[config.mk]
export PLATFORM = sky130hd
export DESIGN_NAME = fma_mul_arb
export DESIGN_NICKNAME = d
export VERILOG_FILES = /design/src/rtl/fma_arb_pkg.sv /design/src/rtl/fma_rr_pick.sv /design/src/rtl/fma_mul_arb.sv
export SDC_FILE = /design/constraint.sdc
export NUM_CORES = 1
export LEC_CHECK = 0
export BUFFER_PORTS_ARGS = -buffer_cell sky130_fd_sc_hd__clkbuf_2
export CORE_AREA = 2 2 244 246
export DETAILED_ROUTE_END_ITERATION = 8
export DIE_AREA = 0 0 246 248
export PLACE_DENSITY = 0.46
export SLEW_MARGIN = 10
export SYNTH_ARGS = -nofsm -noshare
export SYNTH_HDL_FRONTEND = slang
export SYNTH_SLANG_ARGS = --single-unit
export TNS_END_PERCENT = 100
[constraint.sdc]
create_clock -name clk -period 9.48 [get_ports clk]
set_clock_uncertainty 0.15 [all_clocks]
set_input_delay 0.948 -clock clk [delete_from_list [all_inputs] [get_ports clk]]
set_output_delay 0.948 -clock clk [all_outputs]
set_load 0.02 [all_outputs]
[src/rtl/fma_arb_pkg.sv]
// Shared types for the fma_mul_arb multiplier arbiter: the operand bundle that is
// issued to the multiplier and the in-flight tag that tracks who owns each product.
package fma_arb_pkg;

    localparam int FMA_ARB_CMDW    = 32;
    // Tag ids are sized for the largest supported requester count (8).
    localparam int FMA_ARB_IDW_MAX = 3;

    typedef struct packed {
        logic [FMA_ARB_CMDW-1:0] command;
        logic [31:0]             in_1;
        logic [31:0]             in_2;
    } mul_req_t;

    typedef struct packed {
        logic                       valid;
        logic [FMA_ARB_IDW_MAX-1:0] id;
    } mul_tag_t;

endpackage

[src/rtl/fma_rr_pick.sv]
// Combinational round-robin find-first: the first set bit of req at or after ptr,
// wrapping from NREQ-1 to 0, as a one-hot grant plus its index.
module fma_rr_pick #(
    parameter int NREQ = 4,
    parameter int IDW  = $clog2(NREQ)
) (
    input  logic [NREQ-1:0] req,
    input  logic [IDW-1:0]  ptr,
    output logic [NREQ-1:0] gnt,
    output logic [IDW-1:0]  idx,
    output logic            any
);

    logic [IDW-1:0] pos;

    // NOTE: every signal written here gets a default first, so no path leaves it unassigned and no latch is inferred.
    always_comb begin
        idx = '0;
        any = 1'b0;
        pos = '0;
        // Walk from the farthest offset down so the nearest request wins.
        for (int k = NREQ - 1; k >= 0; k--) begin
            pos = IDW'((int'(ptr) + k) % NREQ);
            if (req[pos]) begin
                idx = pos;
                any = 1'b1;
            end
        end
    end

    assign gnt = any ? (NREQ'(1) << idx) : '0;

endmodule

[src/rtl/fma_mul_arb.sv]
// Round-robin arbiter sharing one pipelined multiplier between NREQ requesters.
// Optional `FMA_MUL_ARB_LOCK_EN adds req_lock: a locked winner keeps the pointer for bursts.
module fma_mul_arb
    import fma_arb_pkg::*;
#(
    parameter int NREQ    = 4,
    parameter int MUL_LAT = 2,
    parameter int MAX_OUT = 4,
    parameter int IDW     = $clog2(NREQ)
) (
    input  logic                     clk,
    input  logic                     reset,
    input  logic [NREQ-1:0]          req_valid,
`ifdef FMA_MUL_ARB_LOCK_EN
    input  logic [NREQ-1:0]          req_lock,
`endif
    output logic [NREQ-1:0]          req_ready,
    input  logic [NREQ*32-1:0]       req_command,
    input  logic [NREQ*32-1:0]       req_in_1,
    input  logic [NREQ*32-1:0]       req_in_2,
    output logic                     mul_en,
    output logic [FMA_ARB_CMDW-1:0]  mul_command,
    output logic [31:0]              mul_in_1,
    output logic [31:0]              mul_in_2,
    input  logic [63:0]              mul_out,
    output logic                     rsp_valid,
    output logic [IDW-1:0]           rsp_id,
    output logic [63:0]              rsp_data,
    output logic                     busy
);

    localparam int CNTW = 4;

    logic [IDW-1:0]  ptr, start, win_idx, ptr_inc, issue_id;
    logic [NREQ-1:0] elig, gnt, rsp_hit;
    logic            win_any;
    logic [CNTW-1:0] cnt [NREQ];
    mul_tag_t        tags [MUL_LAT];
    mul_req_t        issue_q, win_req;

    always_comb begin
        elig    = '0;
        rsp_hit = '0;
        for (int i = 0; i < NREQ; i++) begin
            elig[i]    = req_valid[i] && (cnt[i] < CNTW'(MAX_OUT));
            rsp_hit[i] = rsp_valid && (rsp_id == IDW'(i));
        end
    end

`ifdef FMA_MUL_ARB_LOCK_EN
    logic           lock_act;
    logic [IDW-1:0] alt_ptr;
    // While the lock owner cannot issue, the others rotate on their own pointer.
    assign start = (lock_act && !elig[ptr]) ? alt_ptr : ptr;
`else
    assign start = ptr;
`endif

    fma_rr_pick #(.NREQ(NREQ), .IDW(IDW)) u_pick (
        .req (elig),
        .ptr (start),
        .gnt (gnt),
        .idx (win_idx),
        .any (win_any)
    );

    assign req_ready = reset ? '0 : gnt;
    assign ptr_inc   = (win_idx == IDW'(NREQ - 1)) ? '0 : win_idx + IDW'(1);

    always_comb begin
        win_req.command = req_command[int'(win_idx)*32 +: 32];
        win_req.in_1    = req_in_1[int'(win_idx)*32 +: 32];
        win_req.in_2    = req_in_2[int'(win_idx)*32 +: 32];
    end

    // NOTE: sequential state uses non-blocking assignments so every register samples pre-edge values.
    always_ff @(posedge clk) begin
        if (reset) begin
            mul_en   <= 1'b0;
            issue_q  <= '0;
            issue_id <= '0;
            ptr      <= '0;
`ifdef FMA_MUL_ARB_LOCK_EN
            lock_act <= 1'b0;
            alt_ptr  <= '0;
`endif
        end else begin
            mul_en <= win_any;
            if (win_any) begin
                issue_q  <= win_req;
                issue_id <= win_idx;
`ifdef FMA_MUL_ARB_LOCK_EN
                if (lock_act && win_idx != ptr) begin
                    alt_ptr <= ptr_inc;
                end else if (req_lock[win_idx]) begin
                    lock_act <= 1'b1;
                    ptr      <= win_idx;
                    alt_ptr  <= ptr_inc;
                end else begin
                    lock_act <= 1'b0;
                    ptr      <= ptr_inc;
                end
`else
                ptr <= ptr_inc;
`endif
            end
        end
    end

    // NOTE: the tag array is reset entry by entry; only the valid bits matter, but a flop pipe this small costs nothing to clear.
    always_ff @(posedge clk) begin
        if (reset) begin
            for (int s = 0; s < MUL_LAT; s++) tags[s] <= '0;
        end else begin
            tags[0] <= '{valid: mul_en, id: FMA_ARB_IDW_MAX'(issue_id)};
            for (int s = 1; s < MUL_LAT; s++) tags[s] <= tags[s-1];
        end
    end

    // A grant and a response for the same requester in one cycle cancel out.
    always_ff @(posedge clk) begin
        for (int i = 0; i < NREQ; i++) begin
            if (reset) begin
                cnt[i] <= '0;
            end else begin
                case ({gnt[i], rsp_hit[i]})
                    2'b10:   cnt[i] <= cnt[i] + CNTW'(1);
                    2'b01:   cnt[i] <= cnt[i] - CNTW'(1);
                    default: cnt[i] <= cnt[i];
                endcase
            end
        end
    end

    assign mul_command = issue_q.command;
    assign mul_in_1    = issue_q.in_1;
    assign mul_in_2    = issue_q.in_2;
    assign rsp_valid   = tags[MUL_LAT-1].valid;
    assign rsp_id      = tags[MUL_LAT-1].id[IDW-1:0];
    assign rsp_data    = mul_out;

    logic unused_tag_bits;
    assign unused_tag_bits = ^tags[MUL_LAT-1].id;

    always_comb begin
        busy = mul_en;
        for (int s = 0; s < MUL_LAT; s++) busy = busy | tags[s].valid;
    end

endmodule

==> run metrics <==
outcome finished, final reports clean; cell internal pwr 1290 uW; vias in the first global route 7949; CP endpoint kind output pin; Cells after Synth 874; R2R Setup Slk 5500 ps; Synth cell types 51; first-pass GRT wire length roughly 47000 um; root buffer cell clkbuf_16; WL/cell 16.3 um; register area share after synthesis approximately a third; CP Launch Type input port; sw frac 37.3%; final count of hold timing violations 0; initial antenna violation count 1; clk_lat worst skew 460 ps; number of port buffers 494; setup_tns 0 ps; Worst Setup SP req_valid[3]; DRC 0; Die Ht 248 um; r2r endpoint cnt[3][3]$_DFFE_PP_; Worst Hold Depth 1; Antenna Nets Post-Route 0; asr flop ratio synth 0%; WP depth 8; hold endpoint tags[0][5]$_SDFF_PP0_; hpwl dp 25900 um; Synth top area share 26.5%; R2R Path Start cnt[3][2]$_DFFE_PP_; Max stage delay cell, worst path o21bai_4; Pre-Repair DR Iteration Count 5; Yosys Warn Count 0; most common cell in the netlist mux2i_1; min cycle time layout 4160 ps; final wirelength 33400 um; remaining global-route overflow 0; mapped cell area 8070 um^2; die area 61000 um^2; share of layout cells above drive strength 1 43.5%; met1 track demand over resource 12.3%; clock group share of total power 32.0%; GR Util met3 3.49%; dominant cell type by area after synthesis dfxtp_1; pin count of the biggest net entering global routing 74; Fill cells 6546; Initial DRC Count 365; synthesized flop and latch total 123; Setup CP Type input port to output pin; Nets 1738; via density per instance 3.99; worst path bufs/invs 3; synth top area cells dfxtp_1 27%, mux2i_1 20%, o221ai_1 7.3%; worst rel slew slack between 30% and 40%; Fmax 240 MHz; Final Max Tran Viols 0; core region area slightly below 60000 um^2; dominant synthesized flop cell dfxtp_1; RSZ-0062 raised after global routing false; M2 GR Usage between 10% and 20%; post-layout util 19.4%; Crit path top cell by count clkbuf_2; MaxCap Viol Count 0; ant diodes 0; # hold bufs at CTS 0; Final setup viols 0; area delta synth->final 40.4%; Post-synth top cells 163 x mux2i_1, 107 x dfxtp_1, 86 x nand2_1; syn_nets 1347; clock sinks approximately 120; CTS H-tree depth 4; Synth Area per Inst 9.23 um^2; area of the multi-input gates ~4400 um^2; critical path required time 8380 ps; gr busiest metal met2; buffers inserted by post-CTS timing repair 0; logic gate share of total power 34.7%; vias 8185; Reg power frac 33.3%; Initial Util 13.8%; flip-flop and latch area 2620 um^2; clock tree buffer depth 2; TritonCTS Buffers 17; crit path max fanout 30; Worst path max stage delay 710 ps; Top delay family on crit path simple AND/OR/NAND/NOR gates; Top-Level Pins 623; WP data arrival roughly 3000 ps; Final Cycle Share 43.9%; Resized Gates After CTS 0; worst reg2reg path depth 12; crit path cell chain clkbuf_2 > or3b_4 > o21bai_4 > nand3_4 > inv_4 > ha_1 > and2_1 > clkbuf_2; Cell Pwr Density 182 nW/um^2; dpl cells slightly above 2k; routability congestion estimate 0.865; total track usage 10.5%; measured slew at the worst slew-check pin 1020 ps; die width 246 um; EDFF count, synth 16; Leak Pwr 0.00518 uW; Switching Power 769 uW; Worst VDD drop roughly 0.13 mV; CTS tree done; fin cells 2050; worst min-delay path category flop to flop; Worst Hold Launch tags[0][1]$_SDFF_PP0_; Clock transition at path regs 60 ps; Core Rows roughly 90
-- sequential cells by signal, indices dropped and copies added, names as in the netlist --
register	count
cnt	16
issue_id	2
mul_command	32
mul_en	1
mul_in_1	32
mul_in_2	32
ptr	2
tags	6
-- power groups by stage --
stage | sequential, uW | combinational (uW) | clock (uW)
floorplan | 781 | 398 | 0
global placement | 696 | 723 | 0
detailed placement | 695 | 728 | 0
CTS | 686 | 729 | 701
global route | 698 | 778 | 715
finish | 686 | 715 | 658
-- stage by stage --
step	setup WS, ps	area [um^2]	total power, uW	hold WS (ps)
after floorplan	5760	8070	1180	264
final	5320	11300	2060	291
after CTS	5260	11300	2120	298
after global placement	5140	10800	1420	271
after global routing	5150	11300	2190	307
after detailed placement	5040	10800	1420	283
-- cells in the final DEF, fill, tap and decap left out, types with 4 or more instances in the layout --
master     netlist  final
a211oi_1        59     59
a21oi_1         14     14
a31oi_1         29     29
and2_1           7      7
buf_4           70     10
clkbuf_16        0     18
clkbuf_2         0    494
clkinv_2         1      4
dfxtp_1        107    107
edfxtp_1        16     16
ha_1            19     19
inv_1           47     47
mux2i_1        163    163
nand2_1         86     85
nand2b_1         5      5
nor2_1          19     18
nor2b_1          9      9
nor3_1           5      5
nor3b_1          5      5
nor4_1           4      4
o21ai_0          7      7
o21bai_1        34     33
o221ai_1        67     67
or2_2            4      4
-- layer usage --
layer / part of all wire (%) / vias up
met2: 49 / 346
met5: 0.039 / -
met3: 6.6 / 37
li1: - / 3960
met4: 3.0 / 2
met1: 41 / 3840
-- layout make-up --
type,count,area share [%]
multi-input cells,570,39.1
flip-flops and latches,123,23.1
repair buffers,504,22.5
well taps,773,8.53
clock buffers,21,4.25
inverters,49,1.71
clock inverters,10,0.784
-- worst max path at each step --
stage                         endpoint  slack, ps
2_1_floorplan  cnt[2][2]$_SDFFCE_PN0P_       5760
3_3_place_gp   cnt[2][2]$_SDFFCE_PN0P_       5140
3_5_place_dp       cnt[3][3]$_DFFE_PP_       5040
4_1_cts                   req_ready[3]       5260
5_1_grt                   req_ready[3]       5150
6_report                  req_ready[3]       5320
-- kinds of logic (layout without fill, tap and decap cells) --
kind of cell	count (synthesis)	count (layout)	share of synthesized area, %
adders and majority gates	19	19	2.95
buffers and inverters	181	584	12.9
xor gates and xnor gates	3	3	0.326
DFF	123	123	32.5
and+or+nand+nor	161	161	9.92
AOI/OAI and AO/OA	224	224	21.2
muxes	163	163	20.2
-- worst reg2reg max path, cell delays in order, from the launching register on --
cell      delay (ps)
edfxtp_1         500
or3b_4           480
o21bai_4         710
nand3_4          200
inv_4            180
ha_1             200
and2_1           170
inv_1             50
ha_1             220
nor3b_1          550
a21oi_1          170
nor2_1           130
a221o_1          130
No activity file was read; power rests on OpenSTA's default activity.
